## config.mk

```make
export PLATFORM = sky130hd
export DESIGN_NAME = sha256_readout
export DESIGN_NICKNAME = d
export VERILOG_FILES = /design/src/rtl/sha256_readout.sv
export SDC_FILE = /design/constraint.sdc
export NUM_CORES = 1
export LEC_CHECK = 0
export CORE_AREA = 2 2 177 309
export CTS_CLUSTER_DIAMETER = 100
export DETAILED_ROUTE_END_ITERATION = 8
export DIE_AREA = 0 0 179 311
export SYNTH_ARGS = -nofsm -noshare
export SYNTH_HDL_FRONTEND = slang
export SYNTH_SLANG_ARGS = --single-unit
```

## constraint.sdc

```tcl
create_clock -name inclk -period 2.6 [get_ports inclk]
set_clock_uncertainty 0.2 [all_clocks]
set_input_delay 0.52 -clock inclk [delete_from_list [all_inputs] [get_ports inclk]]
set_output_delay 0.52 -clock inclk [all_outputs]
set_load 0.02 [all_outputs]
```

## src/rtl/sha256_readout.sv

```systemverilog
// SHA-256 digest readout: snapshots the 256-bit hash state on request and
// streams it out as eight 32-bit words (H0 first) over a valid/ready handshake.
// A request arriving mid-stream is dropped and flagged on a sticky overrun bit.
// The exception is a request on the same edge as the final (H7) transfer.
// That request is taken back-to-back, with no bubble between the two readouts.
module sha256_readout (
  input  logic         inclk,
  input  logic         reset_n,
  input  logic         readout_en,
  input  logic [255:0] digest,
  output logic [31:0]  dout,
  output logic         dout_valid,
  input  logic         dout_ready,
  output logic         dout_last,
  output logic         busy,
  output logic         overrun,
  input  logic         clr_overrun
);

  typedef enum logic {IDLE, SEND} state_e;

  state_e            state_q, state_d;
  logic [2:0]        idx_q, idx_d;
  logic [7:0][31:0]  shadow_q, shadow_d;   // element 7 holds H0, element 0 holds H7
  logic              overrun_q, overrun_d;

  logic xfer, last_xfer, capture, ovr_set;

  // Next-state: capture on request when idle or on the H7 transfer, advance on transfer
  always_comb begin
    state_d   = state_q;
    idx_d     = idx_q;
    shadow_d  = shadow_q;
    overrun_d = overrun_q;
    capture   = 1'b0;
    ovr_set   = 1'b0;
    xfer      = (state_q == SEND) && dout_ready;
    last_xfer = xfer && (idx_q == 3'd7);

    case (state_q)
      IDLE: begin
        if (readout_en) capture = 1'b1;
      end
      SEND: begin
        if (last_xfer) begin
          if (readout_en) capture = 1'b1;
          else            state_d = IDLE;
        end else begin
          if (xfer)       idx_d   = idx_q + 3'd1;
          if (readout_en) ovr_set = 1'b1;
        end
      end
      default: state_d = IDLE;
    endcase

    if (capture) begin
      shadow_d = digest;
      idx_d    = 3'd0;
      state_d  = SEND;
    end

    // a new drop beats a simultaneous clear
    if (ovr_set)          overrun_d = 1'b1;
    else if (clr_overrun) overrun_d = 1'b0;
  end

  // State registers, cleared asynchronously
  always_ff @(posedge inclk or negedge reset_n) begin
    if (!reset_n) begin
      state_q   <= IDLE;
      idx_q     <= 3'd0;
      shadow_q  <= '0;
      overrun_q <= 1'b0;
    end else begin
      state_q   <= state_d;
      idx_q     <= idx_d;
      shadow_q  <= shadow_d;
      overrun_q <= overrun_d;
    end
  end

  // Outputs decode straight from flops so reset clears them without waiting for a clock
  always_comb begin
    dout_valid = (state_q == SEND);
    dout       = dout_valid ? shadow_q[3'd7 - idx_q] : 32'd0;
    dout_last  = dout_valid && (idx_q == 3'd7);
    busy       = dout_valid;
    overrun    = overrun_q;
  end

endmodule

```

==> key figures, run 1 <==
Place
  • Dpl cells: 1,793
  • Count of input and output buffers: 296
  • DP HPWL: 30,350 um
  • RD Place Congestion: 0.8389
  • Area of placed instances: 17,340 sq um

Floorplanning
  • Die area: 55,670 sq um
  • Starting Density: 24.71%
  • Die height: 311 um
  • DIE WIDTH: 179 um
  • Rows: 112
  • Core area: 53,110 sq um
  • Top Ports: 297

STA
  • Max-slew violation count: 0
  • Final period util: 112.6%
  • Worst-margin pin slew: 0.4339 ns
  • Final setup margin: -0.3283 ns
  • Setup TNS: -9.537 ns
  • # setup viols final: 51
  • Fmax: 341.5 MHz
  • Min cycle time layout: 2.928 ns
  • WHS: 0.2628 ns
  • Hold Vio Cnt, Final: 0
  • RSZ-0062 raised after global routing: yes
  • Slew headroom: 71.07%

Route
  • DRC Markers: 0
  • DRT Wirelength: 41,820 um
  • Post-DRT Antenna Nets: 0
  • Via/cell ratio: 4.314
  • Via Count: 8,175
  • Drt pass-1 iters: 5
  • Starting DRT DRC Count: 322
  • WL per Instance: 22.07 um

Run
  • Max Cap Viol: 0

Global route
  • First-pass GRT wire length: 60,930 um
  • Initial antenna violation count: 16
  • Total grt overflow: 0
  • Tot GR Track Use: 14.76%
  • Vias in the first global route: 9,432
  • Largest net degree at the start of global routing: 48

Power
  • Static leakage: 9.109 nW
  • Worst VDD drop: 501.9 uV
  • Pwr/cell area: 1166 nW/um^2

Setup path
  • Max stage delay cell, worst path: dfrtp_4
  • CP bufs+invs: 5
  • CP Data Arrival Time: 2.21 ns
  • Setup CP Type: flop to primary output
  • CP peak stage delay: 0.51 ns
  • Crit-path leading delay family: buffers and inverters
  • Crit-path max FO: 12
  • Critical Path Start Type: flop
  • CP required: 1.88 ns
  • Critical-path cell list: buf_12, buf_16, buf_6, mux4_2, inv_2, a221oi_2, buf_4
  • Crit end category: primary output

Synth
  • Syn_nets: 1,052
  • Register area share after synthesis: 49.76%
  • Synth unique cells: 24
  • Synth Instances: 789
  • Mapped cell area: 13,130 sq um
  • Yosys Warn Count: 0
  • Mean Syn Cell Area: 16.64 sq um
  • FF+latch count, synth: 261

Clock network
  • CTS tree: built
  • Clock transition at path regs: 0.06 ns
  • Clk root buf: clkbuf_16
  • Worst-skew pair later-pin latency: 0.56 ns
  • CTS H-tree lvls: 1
  • CTS buffer count: 27
  • Max Root-Sink Buffers: 3
  • Clock sink count: 261

Status
  • Failing checks: setup timing
  • Status: complete, but fails checks

Layout
  • Post-layout util: 36.57%
  • Final #Nets: 1,437
  • Fin cells: 1,895
  • Share of cells above drive strength 1: 48.99%
  • Area growth syn-to-layout: 47.99%
  • Design Area, Final: 19,420 sq um

Min path
  • Hold Path Class: input port to asynchronous set/reset pin
==> layer usage <==
| layer | vias to the layer above | track usage [%] | share of wire, % |
|---|---|---|---|
| met3 | 77 | 1.955 | 4.4 |
| met5 | - | 0 | 0 |
| li1 | 3688 | - | - |
| met1 | 4171 | 17.09 | 38 |
| met2 | 239 | 25.62 | 53 |
| met4 | 0 | 8.610 | 4.8 |
==> synth_stat cells, drive strengths merged <==
cell | number | share of area, %
inv | 35 | 1.0
or2 | 1 | 0.048
nand2 | 1 | 0.029
mux2 | 289 | 32
a22o | 5 | 0.33
and2b | 1 | 0.057
nand2b | 2 | 0.15
a21boi | 1 | 0.086
ha | 2 | 0.19
dfrtp | 261 | 50
nor2 | 1 | 0.029
buf | 47 | 4.9
mux4 | 32 | 5.5
mux2i | 32 | 2.4
o21ai | 33 | 1.3
a21oi | 1 | 0.038
a221oi | 32 | 2.1
and2 | 1 | 0.048
clkbuf | 12 | 0.34
==> cell families (layout without fill, tap and decap cells) <==
| logic type | Yosys count | in the layout | share of synthesized area, % |
|---|---|---|---|
| muxes | 353 | 353 | 39.59 |
| DFF | 261 | 261 | 49.76 |
| buffers and inverters | 94 | 499 | 6.244 |
| AOI/OAI and AO/OA | 72 | 72 | 3.851 |
| and+or+nand+nor | 7 | 7 | 0.3623 |
| adders and majority gates | 2 | 2 | 0.1906 |
| other | 0 | 17 | 0 |
==> repair_timing <==
| item | in CTS | in global routing |
|---|---|---|
| setup buffers | 10 | 7 |
| setup endpoints to repair | 69 | 249 |
| pin swaps | 8 | 8 |
| endpoints found under the hold margin | 39 | 0 |
| resized for setup | 245 | 77 |
| hold buffers | 1 | 0 |
| gates cloned | 14 | 6 |
==> power breakdown <==
part / internal [W] / switching, W
clock network: 0.00245 / 0.00171
logic: 0.00683 / 0.00436
registers: 0.00606 / 0.00125
==> cell type report <==
| class | count | area [sq um] |
|---|---|---|
| Multi-Input combinational cell | 434 | 6113 |
| Fill cell | 5008 | 33690 |
| Tap cell | 684 | 855.8 |
| Clock inverter | 12 | 167.7 |
| Sequential cell | 261 | 6541 |
| Antenna cell | 17 | 42.54 |
| Clock buffer | 37 | 763.2 |
| Inverter | 35 | 131.4 |
| Timing Repair Buffer | 415 | 4808 |
==> path summary, 6_finish.rpt <==
kind | end | from | depth (start not counted) | slack, ns
worst max register to register | shadow_q[38]$_DFFE_PN0P_ | idx_q[1]$_DFFE_PN0P_ | 10 | -0.02
worst min register to register | shadow_q[34]$_DFFE_PN0P_ | shadow_q[34]$_DFFE_PN0P_ | 1 | 0.31
max in group asynchronous | shadow_q[23]$_DFFE_PN0P_ | reset_n | 3 | 1.19
min in group inclk | shadow_q[34]$_DFFE_PN0P_ | shadow_q[34]$_DFFE_PN0P_ | 1 | 0.31
worst min-delay path | shadow_q[36]$_DFFE_PN0P_ | reset_n | 2 | 0.26
worst max-delay path | dout[30] | idx_q[2]$_DFFE_PN0P_ | 7 | -0.33
==> stage by stage <==
step / worst slack (ns) / total power, W
finish: -0.3283 / 0.02266
global route: -0.4102 / 0.02379
CTS: -0.4145 / 0.02237
detailed placement: -0.3159 / 0.01726
global placement: -0.3102 / 0.01710
floorplan: 0.2425 / 0.01343
==> state kept, by name, indices dropped and copies added (netlist names) <==
| signal | flops |
|---|---|
| shadow_q | 256 |
| idx_q | 3 |
| busy | 1 |
| overrun | 1 |
==> layout by cell type (no fill, tap or decap), types with 7 or more instances in the layout <==
cell type | netlist | final
mux2_2 | 49 | 35
buf_6 | 10 | 25
dfrtp_1 | 261 | 257
mux4_2 | 32 | 32
clkdlybuf4s50_1 | 0 | 262
mux2_4 | 240 | 254
o21ai_2 | 0 | 11
inv_2 | 0 | 11
diode_2 | 0 | 17
clkbuf_16 | 0 | 33
buf_12 | 22 | 40
o21ai_1 | 0 | 12
buf_16 | 0 | 16
mux2i_1 | 32 | 30
inv_1 | 35 | 24
o21ai_0 | 33 | 7
buf_4 | 6 | 59
a221oi_2 | 0 | 29
(Power assumes the default switching activity.)
==> inputs of run 2 (changes only) <==
--- a/config.mk
+++ b/config.mk
@@ -9,6 +9,7 @@
 export CTS_CLUSTER_DIAMETER = 100
 export DETAILED_ROUTE_END_ITERATION = 8
 export DIE_AREA = 0 0 179 311
+export SLEW_MARGIN = 15
 export SYNTH_ARGS = -nofsm -noshare
 export SYNTH_HDL_FRONTEND = slang
 export SYNTH_SLANG_ARGS = --single-unit
==> results of run 2 <==
No change in the layout: final DEF, timing and power equal those of run 1.
==> inputs of run 3 (changes only) <==
--- a/config.mk
+++ b/config.mk
@@ -5,10 +5,11 @@
 export SDC_FILE = /design/constraint.sdc
 export NUM_CORES = 1
 export LEC_CHECK = 0
-export CORE_AREA = 2 2 177 309
+export CORE_AREA = 2 2 126 220
 export CTS_CLUSTER_DIAMETER = 100
 export DETAILED_ROUTE_END_ITERATION = 8
-export DIE_AREA = 0 0 179 311
+export DIE_AREA = 0 0 128 222
+export PLACE_DENSITY = 0.78
 export SLEW_MARGIN = 15
 export SYNTH_ARGS = -nofsm -noshare
 export SYNTH_HDL_FRONTEND = slang
==> run 3 against run 2 <==
The flow still finishes with violations (setup timing). Clock power fell by 2%. Critical path depth fell by 1. Hold slack improved by 0.022 ns. Cell area fell by 1.2%. Core utilization rose by 36 points. Maximum frequency rose by 0.11%. Die area fell by 49%. Combinational power barely moved. Via count rose by 2.5%. First-iteration DRC count rose by 6.8%. Sequential power rose by 0.7%.
==> key figures, run 3 (same netlist as run 1, synthesis figures left out) <==
Global route
  • Largest net degree at the start of global routing: 60 (+25%)
  • Total grt overflow: 0 (unchanged)
  • Met1 track demand over resource: 31.44% (+14 points)
  • Busiest layer in global routing: met2
  • First-pass GRT wire length: 54,110 um (-11%)
  • Tot GR Track Use: 25.18% (+10 points)
  • Initial antenna violation count: 15 (-1)
  • Grt met3 use: 3.185% (+1.2 points)
  • Vias in the first global route: 9,182 (-2.7%)
  • M2 GR Usage: 41.94% (+16 points)

Place
  • Area of placed instances: 16,620 sq um (-4.1%)
  • DP HPWL: 24,920 um (-18%)
  • Count of input and output buffers: 296 (unchanged)
  • RD Place Congestion: 0.8638 (+3.0%)

Route
  • WL per Instance: 25.78 um (+17%)
  • Post-DRT Antenna Nets: 0 (unchanged)
  • Starting DRT DRC Count: 344 (+6.8%)
  • Drt pass-1 iters: 4 (-1)
  • Via Count: 8,378 (+2.5%)
  • Via/cell ratio: 5.476 (+27%)
  • DRC Markers: 0 (unchanged)
  • DRT Wirelength: 39,450 um (-5.7%)

Layout
  • Commonest non-fill, non-tap cell in the layout: mux2_4
  • Final #Nets: 1,436 (-0.070%)
  • Largest registers: shadow_q x256, idx_q x3
  • Area of the multi-input gates: 6198 sq um (+1.4%)
  • Design Area, Final: 19,180 sq um (-1.2%)
  • Post-layout util: 72.42% (+36 points)
  • Fill cells: 1,629 (-67%)
  • Top reg by flops: shadow_q
  • FF+latch area: 6538 sq um (about the same)
  • Area growth syn-to-layout: 46.17%
  • Largest register FFs: 256 (unchanged)
  • Share of cells above drive strength 1: 49.58% (+0.58 points)
  • Commonest non-fill, non-tap cells in the layout: 264 x mux2_4, 260 x clkdlybuf4s50_1, 258 x dfrtp_1

Clock network
  • CTS tree: built
  • Clock transition at path regs: 0.07 ns (about the same)
  • Clock sink count: 261 (unchanged)
  • Worst-skew pair later-pin latency: 0.54 ns (-0.02 ns)
  • Max Root-Sink Buffers: 3 (unchanged)
  • CTS buffer count: 25 (-7.4%)
  • Clk root buf: clkbuf_16
  • CTS H-tree lvls: 1 (unchanged)

STA
  • Final setup margin: -0.3251 ns (+0.003155 ns)
  • # setup viols final: 227 (+350%)
  • RSZ-0062 raised after global routing: yes
  • Min cycle time layout: 2.925 ns (-0.003155 ns)
  • Fmax: 341.9 MHz (+0.11%)
  • Slew headroom: 70.04% (-1.0 points)
  • Max-slew violation count: 0 (unchanged)
  • Hold Vio Cnt, Final: 0 (unchanged)
  • Worst-margin pin slew: 0.4369 ns (+0.002987 ns)
  • Final period util: 112.5% (-0.12 points)

Power
  • Static leakage: 9.273 nW (+1.8%)
  • Worst VDD drop: 605.3 uV (+21%)
  • Pwr/cell area: 1197 nW/um^2 (+2.6%)

Floorplanning
  • DIE WIDTH: 128 um (-28%)
  • Rows: 79 (-29%)
  • Die height: 222 um (-29%)
  • Top Ports: 297 (unchanged)
  • Die area: 28,420 sq um (-49%)
  • Core area: 26,490 sq um (-50%)
  • Starting Density: 49.55% (+25 points)

Setup path
  • Flop-to-flop setup slack: -0.11 ns (-0.09 ns)
  • Setup CP Type: flop to primary output
  • Crit-path max FO: 8 (-4)
  • Crit end category: primary output
  • CP Data Arrival Time: 2.21 ns (about the same)
  • Critical Path Start Type: flop
  • CP required: 1.88 ns (about the same)

Min path
  • Hold Path Class: input port to asynchronous set/reset pin

Status
  • Status: complete, but fails checks
  • Failing checks: setup timing

Run
  • Max Cap Viol: 0 (unchanged)
run 3: final timing paths:
check,startpoint,end,cells after the start
worst min-delay path,reset_n,shadow_q[100]$_DFFE_PN0P_,2
worst max-delay path,idx_q[2]$_DFFE_PN0P_,dout[25],6
worst min register to register,shadow_q[175]$_DFFE_PN0P_,shadow_q[175]$_DFFE_PN0P_,1
max in group asynchronous,reset_n,shadow_q[80]$_DFFE_PN0P_,3
worst max register to register,idx_q[1]$_DFFE_PN0P_,shadow_q[122]$_DFFE_PN0P_,11
min in group inclk,shadow_q[175]$_DFFE_PN0P_,shadow_q[175]$_DFFE_PN0P_,1
run 3: metal layers:
layer	vias to the layer above	wire length, um
met1	4317	15390
met5	-	0
li1	3686	-
met4	0	1898
met3	90	1610
met2	285	20550
run 3: stage by stage:
step	TNS, ns	cells	hold slack (ns)	setup WS [ns]	total power (W)
6_report	-16.74	1530	0.2850	-0.3251	0.02296
5_1_grt	-26.47	1530	0.3198	-0.3656	0.02389
4_1_cts	-10.52	1481	0.2954	-0.3930	0.02183
3_5_place_dp	-4.953	1408	0.2675	-0.2212	0.01684
3_3_place_gp	-4.482	1408	0.2611	-0.2888	0.01661
2_1_floorplan	0	789	0.02441	0.2425	0.01343
run 3: report_power, final:
group | switching [W] | internal [W]
combinational | 0.00452 | 0.00701
sequential | 0.00131 | 0.00606
clock | 0.00162 | 0.00246
run 3: area by class of cell:
cell class	count	area share, %
antenna	16	0.2087
sequential	261	34.08
clock buffer	36	3.841
multi-input combinational	435	32.31
clock inverter	8	0.8609
timing repair buffer	415	25.90
inverter	35	0.6848
tap	324	2.113
run 3: worst max-delay path, cell delays in order (launching register included):
cell       delay (ns)
dfrtp_4          0.53
buf_6            0.16
clkbuf_16        0.16
mux4_2           0.27
inv_2            0.06
a221oi_2         0.28
buf_4            0.20
run 3: repair_timing:
item,CTS,global route
endpoints found under the setup margin,120,288
setup buffers,23,9
endpoints found under the hold margin,47,0
gates cloned,6,27
gates resized for setup,253,118
pin swaps,16,13
hold buffers,1,0
